**config.mk**
```make
export PLATFORM = sky130hd
export DESIGN_NAME = display_decoder_flat
export DESIGN_NICKNAME = d
export VERILOG_FILES = /design/src/rtl/display_pkg.sv /design/src/rtl/display_decoder_if.sv /design/src/rtl/seg7_decode.sv /design/src/rtl/display_decoder.sv /design/src/flat_wrapper.sv
export SDC_FILE = /design/constraint.sdc
export NUM_CORES = 1
export LEC_CHECK = 0
export ABC_AREA = 1
export CORE_MARGIN = 2
export CORE_UTILIZATION = 54
export DETAILED_ROUTE_END_ITERATION = 10
export PLACE_DENSITY = 0.79
export SLEW_MARGIN = 20
export SYNTH_ARGS = -nofsm -noshare
export SYNTH_HDL_FRONTEND = slang
export SYNTH_SLANG_ARGS = --single-unit
```
**constraint.sdc**
```tcl
create_clock -name clock -period 2.9 [get_ports clock]
set_input_delay 0.435 -clock clock [delete_from_list [all_inputs] [get_ports clock]]
set_output_delay 0.435 -clock clock [all_outputs]
set_load 0.02 [all_outputs]
```
**src/rtl/display_pkg.sv**
```systemverilog
// Shared seven-segment definitions for the display encoder and the scan decoder.
package display_pkg;

   localparam int NUM_DIGITS = 4;

   // Bit positions of each segment within the 8-bit segment bus
   localparam int SEG_A  = 7;
   localparam int SEG_B  = 6;
   localparam int SEG_C  = 5;
   localparam int SEG_D  = 4;
   localparam int SEG_E  = 3;
   localparam int SEG_F  = 2;
   localparam int SEG_G  = 1;
   localparam int SEG_DP = 0;

   // Lit segments a..g packed as {a,b,c,d,e,f,g}
   typedef logic [6:0] seg7_t;

   localparam seg7_t SEG_HEX [0:15] = '{
      7'h7E, 7'h30, 7'h6D, 7'h79, 7'h33, 7'h5B, 7'h5F, 7'h70,
      7'h7F, 7'h7B, 7'h77, 7'h1F, 7'h4E, 7'h3D, 7'h4F, 7'h47
   };

endpackage

```
**src/rtl/display_decoder_if.sv**
```systemverilog
// Scan bus between the display driver (master) and the scan decoder (slave).
interface display_decoder_if;
   import display_pkg::*;

   logic [7:0]              digit;
   logic [7:0]              segment;
   logic [4*NUM_DIGITS-1:0] value;
   logic [NUM_DIGITS-1:0]   points;
   logic [NUM_DIGITS-1:0]   blank;
   logic                    valid;
   logic                    error;

   modport master (output digit, output segment,
                   input value, input points, input blank, input valid, input error);

   modport slave  (input digit, input segment,
                   output value, output points, output blank, output valid, output error);

endinterface

```
**src/rtl/seg7_decode.sv**
```systemverilog
// Maps a lit-segment pattern back to a hex nibble, flagging blank and unknown patterns.
module seg7_decode
   import display_pkg::*;
(
   input  seg7_t      lit,
   output logic [3:0] nibble,
   output logic       blank,
   output logic       illegal
);

   // Table lookup against the shared encoder patterns
   always_comb begin
      nibble  = 4'h0;
      blank   = 1'b0;
      illegal = 1'b0;
      if (lit == 7'h00) begin
         blank = 1'b1;
      end else begin
         illegal = 1'b1;
         for (int i = 0; i < 16; i++) begin
            if (lit == SEG_HEX[i]) begin
               nibble  = 4'(i);
               illegal = 1'b0;
            end
         end
      end
   end

endmodule

```
**src/rtl/display_decoder.sv**
```systemverilog
// Monitors the multiplexed seven-segment scan and rebuilds the rightmost four digits.
module display_decoder
   import display_pkg::*;
#(
   parameter int SETTLE = 4
) (
   input  logic             clock,
   input  logic             reset,
   display_decoder_if.slave bus
);

   localparam logic [7:0] STAB_MAX  = 8'(SETTLE);
   localparam logic [7:0] SAMPLE_AT = 8'(SETTLE - 1);

   logic [7:0]                       digit_q, digit_d;
   logic [7:0]                       stab_q, stab_d;
   logic [NUM_DIGITS-1:0]            captured_q, captured_d;
   logic                             frame_err_q, frame_err_d;
   logic [NUM_DIGITS-1:0][3:0]       sh_nib_q, sh_nib_d;
   logic [NUM_DIGITS-1:0]            sh_dp_q, sh_dp_d;
   logic [NUM_DIGITS-1:0]            sh_blank_q, sh_blank_d;
   logic [NUM_DIGITS-1:0][3:0]       value_q, value_d;
   logic [NUM_DIGITS-1:0]            points_q, points_d;
   logic [NUM_DIGITS-1:0]            blank_q, blank_d;
   logic                             valid_q, valid_d;
   logic                             error_q, error_d;

   logic [NUM_DIGITS-1:0] strobe_low;
   logic                  one_hot, legal, idle, illegal_strobe;
   logic [7:0]            stab_cur;
   logic                  settled, sample, bad_strobe;
   seg7_t                 lit;
   logic [3:0]            dec_nib;
   logic                  dec_blank, dec_illegal;
   logic [NUM_DIGITS-1:0] cap_next;
   logic                  err_next;

   assign lit = ~bus.segment[SEG_A:SEG_G];

   seg7_decode u_seg7_decode (
      .lit     (lit),
      .nibble  (dec_nib),
      .blank   (dec_blank),
      .illegal (dec_illegal)
   );

   // Strobe classification and stability tracking; the settle event fires once per stable epoch
   always_comb begin
      strobe_low     = ~bus.digit[NUM_DIGITS-1:0];
      one_hot        = (strobe_low != '0) && ((strobe_low & (strobe_low - 1'b1)) == '0);
      legal          = (&bus.digit[7:NUM_DIGITS]) && one_hot;
      idle           = &bus.digit;
      illegal_strobe = !legal && !idle;
      if (bus.digit != digit_q)
         stab_cur = 8'd0;
      else if (stab_q >= STAB_MAX)
         stab_cur = STAB_MAX;
      else
         stab_cur = stab_q + 8'd1;
      settled    = (stab_cur == SAMPLE_AT);
      sample     = legal && settled;
      bad_strobe = illegal_strobe && settled;
   end

   // Shadow capture and frame completion; a completing frame publishes including its final sample
   always_comb begin
      digit_d     = bus.digit;
      stab_d      = stab_cur;
      sh_nib_d    = sh_nib_q;
      sh_dp_d     = sh_dp_q;
      sh_blank_d  = sh_blank_q;
      value_d     = value_q;
      points_d    = points_q;
      blank_d     = blank_q;
      error_d     = error_q;
      valid_d     = 1'b0;
      cap_next    = captured_q;
      if (sample) begin
         for (int i = 0; i < NUM_DIGITS; i++) begin
            if (strobe_low[i]) begin
               sh_nib_d[i]   = dec_nib;
               sh_dp_d[i]    = ~bus.segment[SEG_DP];
               sh_blank_d[i] = dec_blank;
            end
         end
         cap_next = captured_q | strobe_low;
      end
      err_next    = frame_err_q | (sample && dec_illegal) | bad_strobe;
      captured_d  = cap_next;
      frame_err_d = err_next;
      if (sample && (cap_next == '1)) begin
         value_d     = sh_nib_d;
         points_d    = sh_dp_d;
         blank_d     = sh_blank_d;
         error_d     = err_next;
         valid_d     = 1'b1;
         captured_d  = '0;
         frame_err_d = 1'b0;
      end
   end

   // State registers; reset discards any partial frame
   always_ff @(posedge clock) begin
      if (reset) begin
         digit_q     <= 8'hFF;
         stab_q      <= 8'd0;
         captured_q  <= '0;
         frame_err_q <= 1'b0;
         sh_nib_q    <= '0;
         sh_dp_q     <= '0;
         sh_blank_q  <= '0;
         value_q     <= '0;
         points_q    <= '0;
         blank_q     <= '1;
         valid_q     <= 1'b0;
         error_q     <= 1'b0;
      end else begin
         digit_q     <= digit_d;
         stab_q      <= stab_d;
         captured_q  <= captured_d;
         frame_err_q <= frame_err_d;
         sh_nib_q    <= sh_nib_d;
         sh_dp_q     <= sh_dp_d;
         sh_blank_q  <= sh_blank_d;
         value_q     <= value_d;
         points_q    <= points_d;
         blank_q     <= blank_d;
         valid_q     <= valid_d;
         error_q     <= error_d;
      end
   end

   assign bus.value  = value_q;
   assign bus.points = points_q;
   assign bus.blank  = blank_q;
   assign bus.valid  = valid_q;
   assign bus.error  = error_q;

endmodule
```
**src/flat_wrapper.sv**
```systemverilog
// flat-port wrapper written by rule: the top's interface ports become plain ports
module display_decoder_flat import display_pkg::*;
#(
   parameter int SETTLE = 4
)
  (clock, reset, bus_digit, bus_segment, bus_value, bus_points, bus_blank, bus_valid, bus_error);
  display_decoder_if bus_i ();
  input  logic clock;
  input  logic reset;
  input wire logic [$bits(bus_i.digit)-1:0] bus_digit;
  input wire logic [$bits(bus_i.segment)-1:0] bus_segment;
  output wire logic [$bits(bus_i.value)-1:0] bus_value;
  output wire logic [$bits(bus_i.points)-1:0] bus_points;
  output wire logic [$bits(bus_i.blank)-1:0] bus_blank;
  output wire logic [$bits(bus_i.valid)-1:0] bus_valid;
  output wire logic [$bits(bus_i.error)-1:0] bus_error;
  assign bus_i.digit = bus_digit;
  assign bus_i.segment = bus_segment;
  assign bus_value = bus_i.value;
  assign bus_points = bus_i.points;
  assign bus_blank = bus_i.blank;
  assign bus_valid = bus_i.valid;
  assign bus_error = bus_i.error;
  display_decoder #(.SETTLE(SETTLE)) u_core (.clock(clock), .reset(reset), .bus(bus_i));
endmodule
```
==> results of run 1 <==
[worst max-delay path by stage]
stage / startpoint / to / slack, ns
2_1_floorplan: u_core.stab_q[0] / u_core.bus.blank[0] / 0.76
3_3_place_gp: bus_digit[3] / u_core.bus.value[9] / 0.29
3_5_place_dp: bus_digit[2] / u_core.captured_q[2] / 0.16
4_1_cts: u_core.stab_q[0] / u_core.captured_q[2] / 0.50
5_1_grt: bus_digit[3] / u_core.bus.value[9] / 0.27
6_report: bus_digit[3] / u_core.captured_q[0] / 0.46
[cell usage in the layout, fill, tap and decap left out, types with 3 or more instances in the layout]
| cell type | Yosys | final |
|---|---|---|
| clkdlybuf4s50_1 | 0 | 43 |
| clkinvlp_4 | 0 | 3 |
| o21ai_0 | 6 | 6 |
| dfxtp_1 | 71 | 71 |
| nand3_2 | 6 | 6 |
| buf_4 | 3 | 12 |
| nor3_1 | 14 | 14 |
| a21oi_1 | 10 | 10 |
| conb_1 | 1 | 5 |
| nand4_1 | 12 | 12 |
| nand3_1 | 53 | 53 |
| nor2_1 | 68 | 68 |
| clkbuf_8 | 0 | 9 |
| nand2_1 | 131 | 131 |
| inv_1 | 54 | 54 |
[metal layers]
layer,vias up,GRT usage
met3,11,0.0356
met5,-,0
met2,77,0.384
li1,1544,-
met1,1289,0.280
met4,0,0.114
[cell families after synthesis]
group | after synthesis | share of synthesized area
AO/OA/AOI/OAI | 19 | 0.0341
AND/OR/NAND/NOR | 294 | 0.412
other | 1 | 0.00118
buffers and inverters | 69 | 0.0969
adder cells (fa/ha/maj) | 2 | 0.00784
XOR/XNOR | 1 | 0.00275
flip-flops | 71 | 0.446
[sequential cells by signal, summed over array words and instances (netlist names), 4 cells and up]
| signal | cells |
|---|---|
| u_core.sh_nib_q | 16 |
| u_core.bus.points | 4 |
| u_core.sh_dp_q | 4 |
| u_core.stab_q | 8 |
| u_core.bus.blank | 4 |
| u_core.captured_q | 4 |
| u_core.digit_q | 8 |
| u_core.sh_blank_q | 4 |
| u_core.bus.value | 16 |
[synth_stat cells]
cell type / instances / share of area
inv_2: 2 / 0.0024
buf_6: 5 / 0.018
conb_1: 1 / 0.0012
buf_2: 1 / 0.0016
nand4_1: 12 / 0.024
nor2_1: 68 / 0.080
nor3_1: 14 / 0.022
nand3_2: 6 / 0.019
nor2_4: 2 / 0.0071
nand4_4: 1 / 0.0067
nand2_1: 131 / 0.15
nand4_2: 1 / 0.0039
nand3b_1: 1 / 0.0024
clkbuf_1: 4 / 0.0047
o21ai_0: 6 / 0.0094
buf_4: 3 / 0.0071
and2_1: 2 / 0.0039
ha_1: 2 / 0.0078
xor2_1: 1 / 0.0027
dfxtp_1: 71 / 0.45
inv_1: 54 / 0.064
nand2_2: 2 / 0.0039
o21ai_1: 1 / 0.0016
nand3_1: 53 / 0.083
a21boi_0: 1 / 0.0024
a21oi_1: 10 / 0.016
nor2_2: 1 / 0.0020
a21oi_4: 1 / 0.0051
[metrics by stage]
stage / area [um2] / utilization / power [mW]
2_1_floorplan: 3200 / - / 1.07
3_3_place_gp: 3740 / 0.666 / 1.12
3_5_place_dp: 3740 / 0.666 / 1.12
4_1_cts: 3920 / 0.699 / 1.85
5_1_grt: 3920 / 0.699 / 1.91
6_report: 3920 / 0.699 / 1.84
[power by group]
group | internal [mW] | switching (mW)
registers | 0.984 | 0.00452
logic | 0.0401 | 0.0665
clock network | 0.389 | 0.358
[area by class of cell]
cell class | count | area [um2]
Clock buffer | 9 | 124
Clock inverter | 6 | 62.6
Fill cell | 496 | 1690
Inverter | 56 | 210
Multi-Input combinational cell | 321 | 1470
Sequential cell | 71 | 1420
Tap cell | 72 | 90.1
Timing Repair Buffer | 56 | 541
[tightest hold or removal path, cell delays in order, from the launching register on]
cell     delay, ns
dfxtp_1       0.32
nand2_1       0.05
nand3_1       0.05
==> metrics.txt, run 1 <==
Crit. End Element flip-flop; Startpoint Class input port; hpwl dp 4930 um; final worst path period share 0.841; Peak supply drop 268 uV; layout cells sized above 1 0.0848; Syn Std Cell Area 3190 um2; CTS H-tree lvls 3; Hold Slack 0.457 ns; die width 80.9 um; Synth cell types 28; Die Area 6540 um2; Crit path depth 11; cell count after placement 576; Max Cap Viol 0; Max Clk Rate 410 MHz; CP Data Arrival Time 2.67 ns; buffers added on ports 43; Final Hold Violating Endpoints 0; fin crit period 2.44 ns; met3 wire len 321 um; cell mode on critical path nand2_1; CTS tree built; DR vias/cell 4.94; status finished, final reports clean; skew final 0.00891 ns; Crit Reg-Reg Endpoint u_core.captured_q[0]; fin cells 591; Pleak 1.88 nW; Hold Crit Endpoint u_core.bus.blank[1]; floorplan die height 80.9 um; RSZ-0062 raised after global routing no; vias in the first global route 2761; Post-CTS Resized 0; DRT antenna net count 0; hold depth 2; Worst-path clk slew 0.07 ns; HP Start u_core.bus.blank[1]; Total GRT Usage 0.227; metal2 WL 3200 um; Core Area 5610 um2; setup_tns 0 ns; CP Data Required Time 3.13 ns; CP cell instances clkdlybuf4s50_1 -> nand2_1 -> o21ai_1 -> nand2_1 -> nor2_1 -> nand3_2 -> a21oi_4 -> nand4_4 -> buf_4 -> nand2_1 -> nor2_1; Slew headroom 0.610; CP Class input port to flip-flop; Nets 535; CP max stage cell clkdlybuf4s50_1; Worst path max stage delay 0.56 ns; DP Worst Slack 0.164 ns; RR Startpoint u_core.stab_q[0]; setup repair bufs after CTS 0; number of CTS-inserted buffers 9; CP top delay family simple AND/OR/NAND/NOR gates; sequential area share after synthesis 0.446; syn avg cell area 6.98 um2; maximum number of pins on one net before global-route repair 58; WL met1 3110 um; initial antenna violation count 0; Initial Util 0.569; first-pass GRT wire length 11600 um; # hold bufs at CTS 0; Hold Crit Class flip-flop to flip-flop; worst setup margin 0.461 ns; drt pass-1 iters 4; Mapped Cells 457; GRT overflow 0; Synth Register Bits 71; Yosys Warn Count 0; Critical path buffers and inverters 2; r2r setup slk 0.50 ns; IO Pins 44; Worst-Skew Late Latency 0.34 ns; Max FO, Critical Path 16; CTS max path bufs 2; Rows 27; Worst-Margin Slew 0.585 ns; via count 2921; RD Place Congestion 0.931; clock root buffer clkbuf_8; drt first-iter violations 125; R2R cell count 12; DRC 0; Area Growth Syn to Fin 23.0%; wire per inst 11.5 um; Routed WL 6770 um; PwrDens 470 nW/um2; clock sink count 71; final setup fails 0; top sig layer met4; Ant. Diodes 0; count of pins over their slew limit 0
No activity file was read; power rests on OpenSTA's default activity.
==> inputs of run 2 (changes only) <==
- clock period: 2.9 -> 2.3 ns (I/O delays scaled with it)
==> metrics.txt, run 2 (same netlist as run 1, synthesis figures left out) <==
Crit. End Element flip-flop; via count 3082 (+5.5%); DR vias/cell 4.95 (+0.25%); RD Place Congestion 0.857 (-8.0%); Clock power frac 0.471 (+0.066); PwrDens 628 nW/um2 (+34%); status finished, final reports clean; buffers added on ports 43 (unchanged); first-pass GRT wire length 12600 um (+9.0%); Area Growth Syn to Fin 32.8%; cell count after placement 605 (+5.0%); Core Area 5610 um2 (unchanged); hpwl dp 5280 um (+7.1%); final core utilization 0.755 (+0.0558); Ant. Diodes 0 (unchanged); Final Power 2.66 mW (+44%); Worst-path clk slew 0.08 ns (about the same); P_int 2.07 mW (+46%); final worst path period share 0.917; Worst-Skew Late Latency 0.36 ns (+0.02 ns); maximum number of pins on one net before global-route repair 31 (-47%); worst setup margin 0.190 ns (-0.270 ns); clock sink count 71 (unchanged); drt first-iter violations 182 (+46%); DRT antenna net count 0 (unchanged); Initial Util 0.569 (unchanged); wire per inst 11.8 um (+3.3%); Pleak 2.08 nW (+10%); Max FO, Critical Path 11 (-5); most frequent cells in the layout nand2_1, dfxtp_1, nor2_1; sequential group share of total power 0.469 (-0.068); DRC 0 (unchanged); CTS H-tree lvls 3 (unchanged); Max Clk Rate 474 MHz; Die Area 6540 um2 (unchanged); CP Class flip-flop to flip-flop; switch share 0.222 (-0.0107); fin cells 622 (+5.2%); number of CTS-inserted buffers 9 (unchanged); DP Worst Slack -0.197 ns (-0.361 ns); NetSw 0.591 mW (+38%); count of pins over their slew limit 0 (unchanged); CP Data Required Time 2.54 ns (-0.59 ns); Routed WL 7360 um (+8.7%); setup_tns 0 ns (unchanged); Slew headroom 0.648 (+0.0377); Max Cap Viol 0 (unchanged); die width 80.9 um (unchanged); Hold Crit Class flip-flop to flip-flop; vias in the first global route 2981 (+8.0%); clock root buffer clkbuf_8; commonest non-fill, non-tap cell in the layout nand2_1; post-route cell area 4240 um2 (+8.0%); Worst-Margin Slew 0.528 ns (-0.0571 ns); floorplan die height 80.9 um (unchanged); drt pass-1 iters 5 (+1); Nets 565 (+5.6%); CP Data Arrival Time 2.35 ns (-0.32 ns); Final Hold Violating Endpoints 0 (unchanged); Hold Slack 0.435 ns (-0.0212 ns); Startpoint Class flip-flop; Rows 27 (unchanged); Total GRT Usage 0.251 (+0.0243); Peak supply drop 442 uV (+65%); fin crit period 2.11 ns; CTS tree built; combinational share of power 0.060 (+0.002); final setup fails 0 (unchanged); IO Pins 44 (unchanged); GRT overflow 0 (unchanged); initial antenna violation count 0 (unchanged); layout cells sized above 1 0.142 (+0.0570); skew final 0.0103 ns (+0.00136 ns); CTS max path bufs 2 (unchanged); RSZ-0062 raised after global routing no; placed instance area 3970 um2 (+6.2%)
## run 2: layout make-up
| type | count | area, um2 |
|---|---|---|
| clock buffer | 10 | 138 |
| fill | 433 | 1370 |
| sequential | 71 | 1420 |
| inverter | 56 | 210 |
| multi-input combinational | 321 | 1480 |
| tap | 72 | 90.1 |
| timing repair buffer | 86 | 778 |
| clock inverter | 6 | 115 |
## run 2: routing by layer
metal | global-route usage | vias up | routed length, um
met4 | 0.119 | 0 | 214
met3 | 0.0544 | 18 | 341
li1 | - | 1613 | -
met2 | 0.426 | 79 | 3530
met1 | 0.302 | 1372 | 3280
met5 | 0 | - | 0
## run 2: worst paths after layout
kind / start / endpoint / slack (ns) / cells after the start
worst max register to register: u_core.stab_q[0] / u_core.bus.blank[2] / 0.19 / 13
worst max-delay path: u_core.stab_q[0] / u_core.bus.blank[2] / 0.19 / 13
worst min-delay path: u_core.stab_q[0] / u_core.stab_q[0] / 0.44 / 1
worst min register to register: u_core.stab_q[0] / u_core.stab_q[0] / 0.44 / 1
## run 2: critical path, cell delays in order, from the launching register on
cell	delay, ns
dfxtp_2	0.36
inv_1	0.05
ha_1	0.26
inv_1	0.04
nor3_1	0.15
nand2_1	0.07
nor2_1	0.08
buf_4	0.14
nand3_2	0.16
a21oi_4	0.22
nand4_4	0.12
buf_4	0.21
nand2_1	0.07
nand3_1	0.06
## run 2: repair_timing
item                       CTS  global route
hold endpoints to repair     0             0
setup endpoints to repair    0            24
hold buffers                 0             0
resized for setup            0             3
setup buffers                0             1
## run 2: power by group through the flow
| stage | Clock (mW) | Sequential (mW) | Combinational [mW] |
|---|---|---|---|
| 2_1_floorplan | 0 | 1.27 | 0.0790 |
| 3_3_place_gp | 0 | 1.27 | 0.153 |
| 3_5_place_dp | 0 | 1.28 | 0.156 |
| 4_1_cts | 1.25 | 1.25 | 0.157 |
| 5_1_grt | 1.31 | 1.25 | 0.179 |
| 6_report | 1.25 | 1.25 | 0.159 |
==> inputs of run 3 (changes only) <==
- ABC_CLOCK_PERIOD_IN_PS: unset -> 2300
- GPL_ROUTABILITY_DRIVEN: unset -> 0
==> results of run 3 <==
The final DEF is identical to that of run 2; final timing and power are the same.
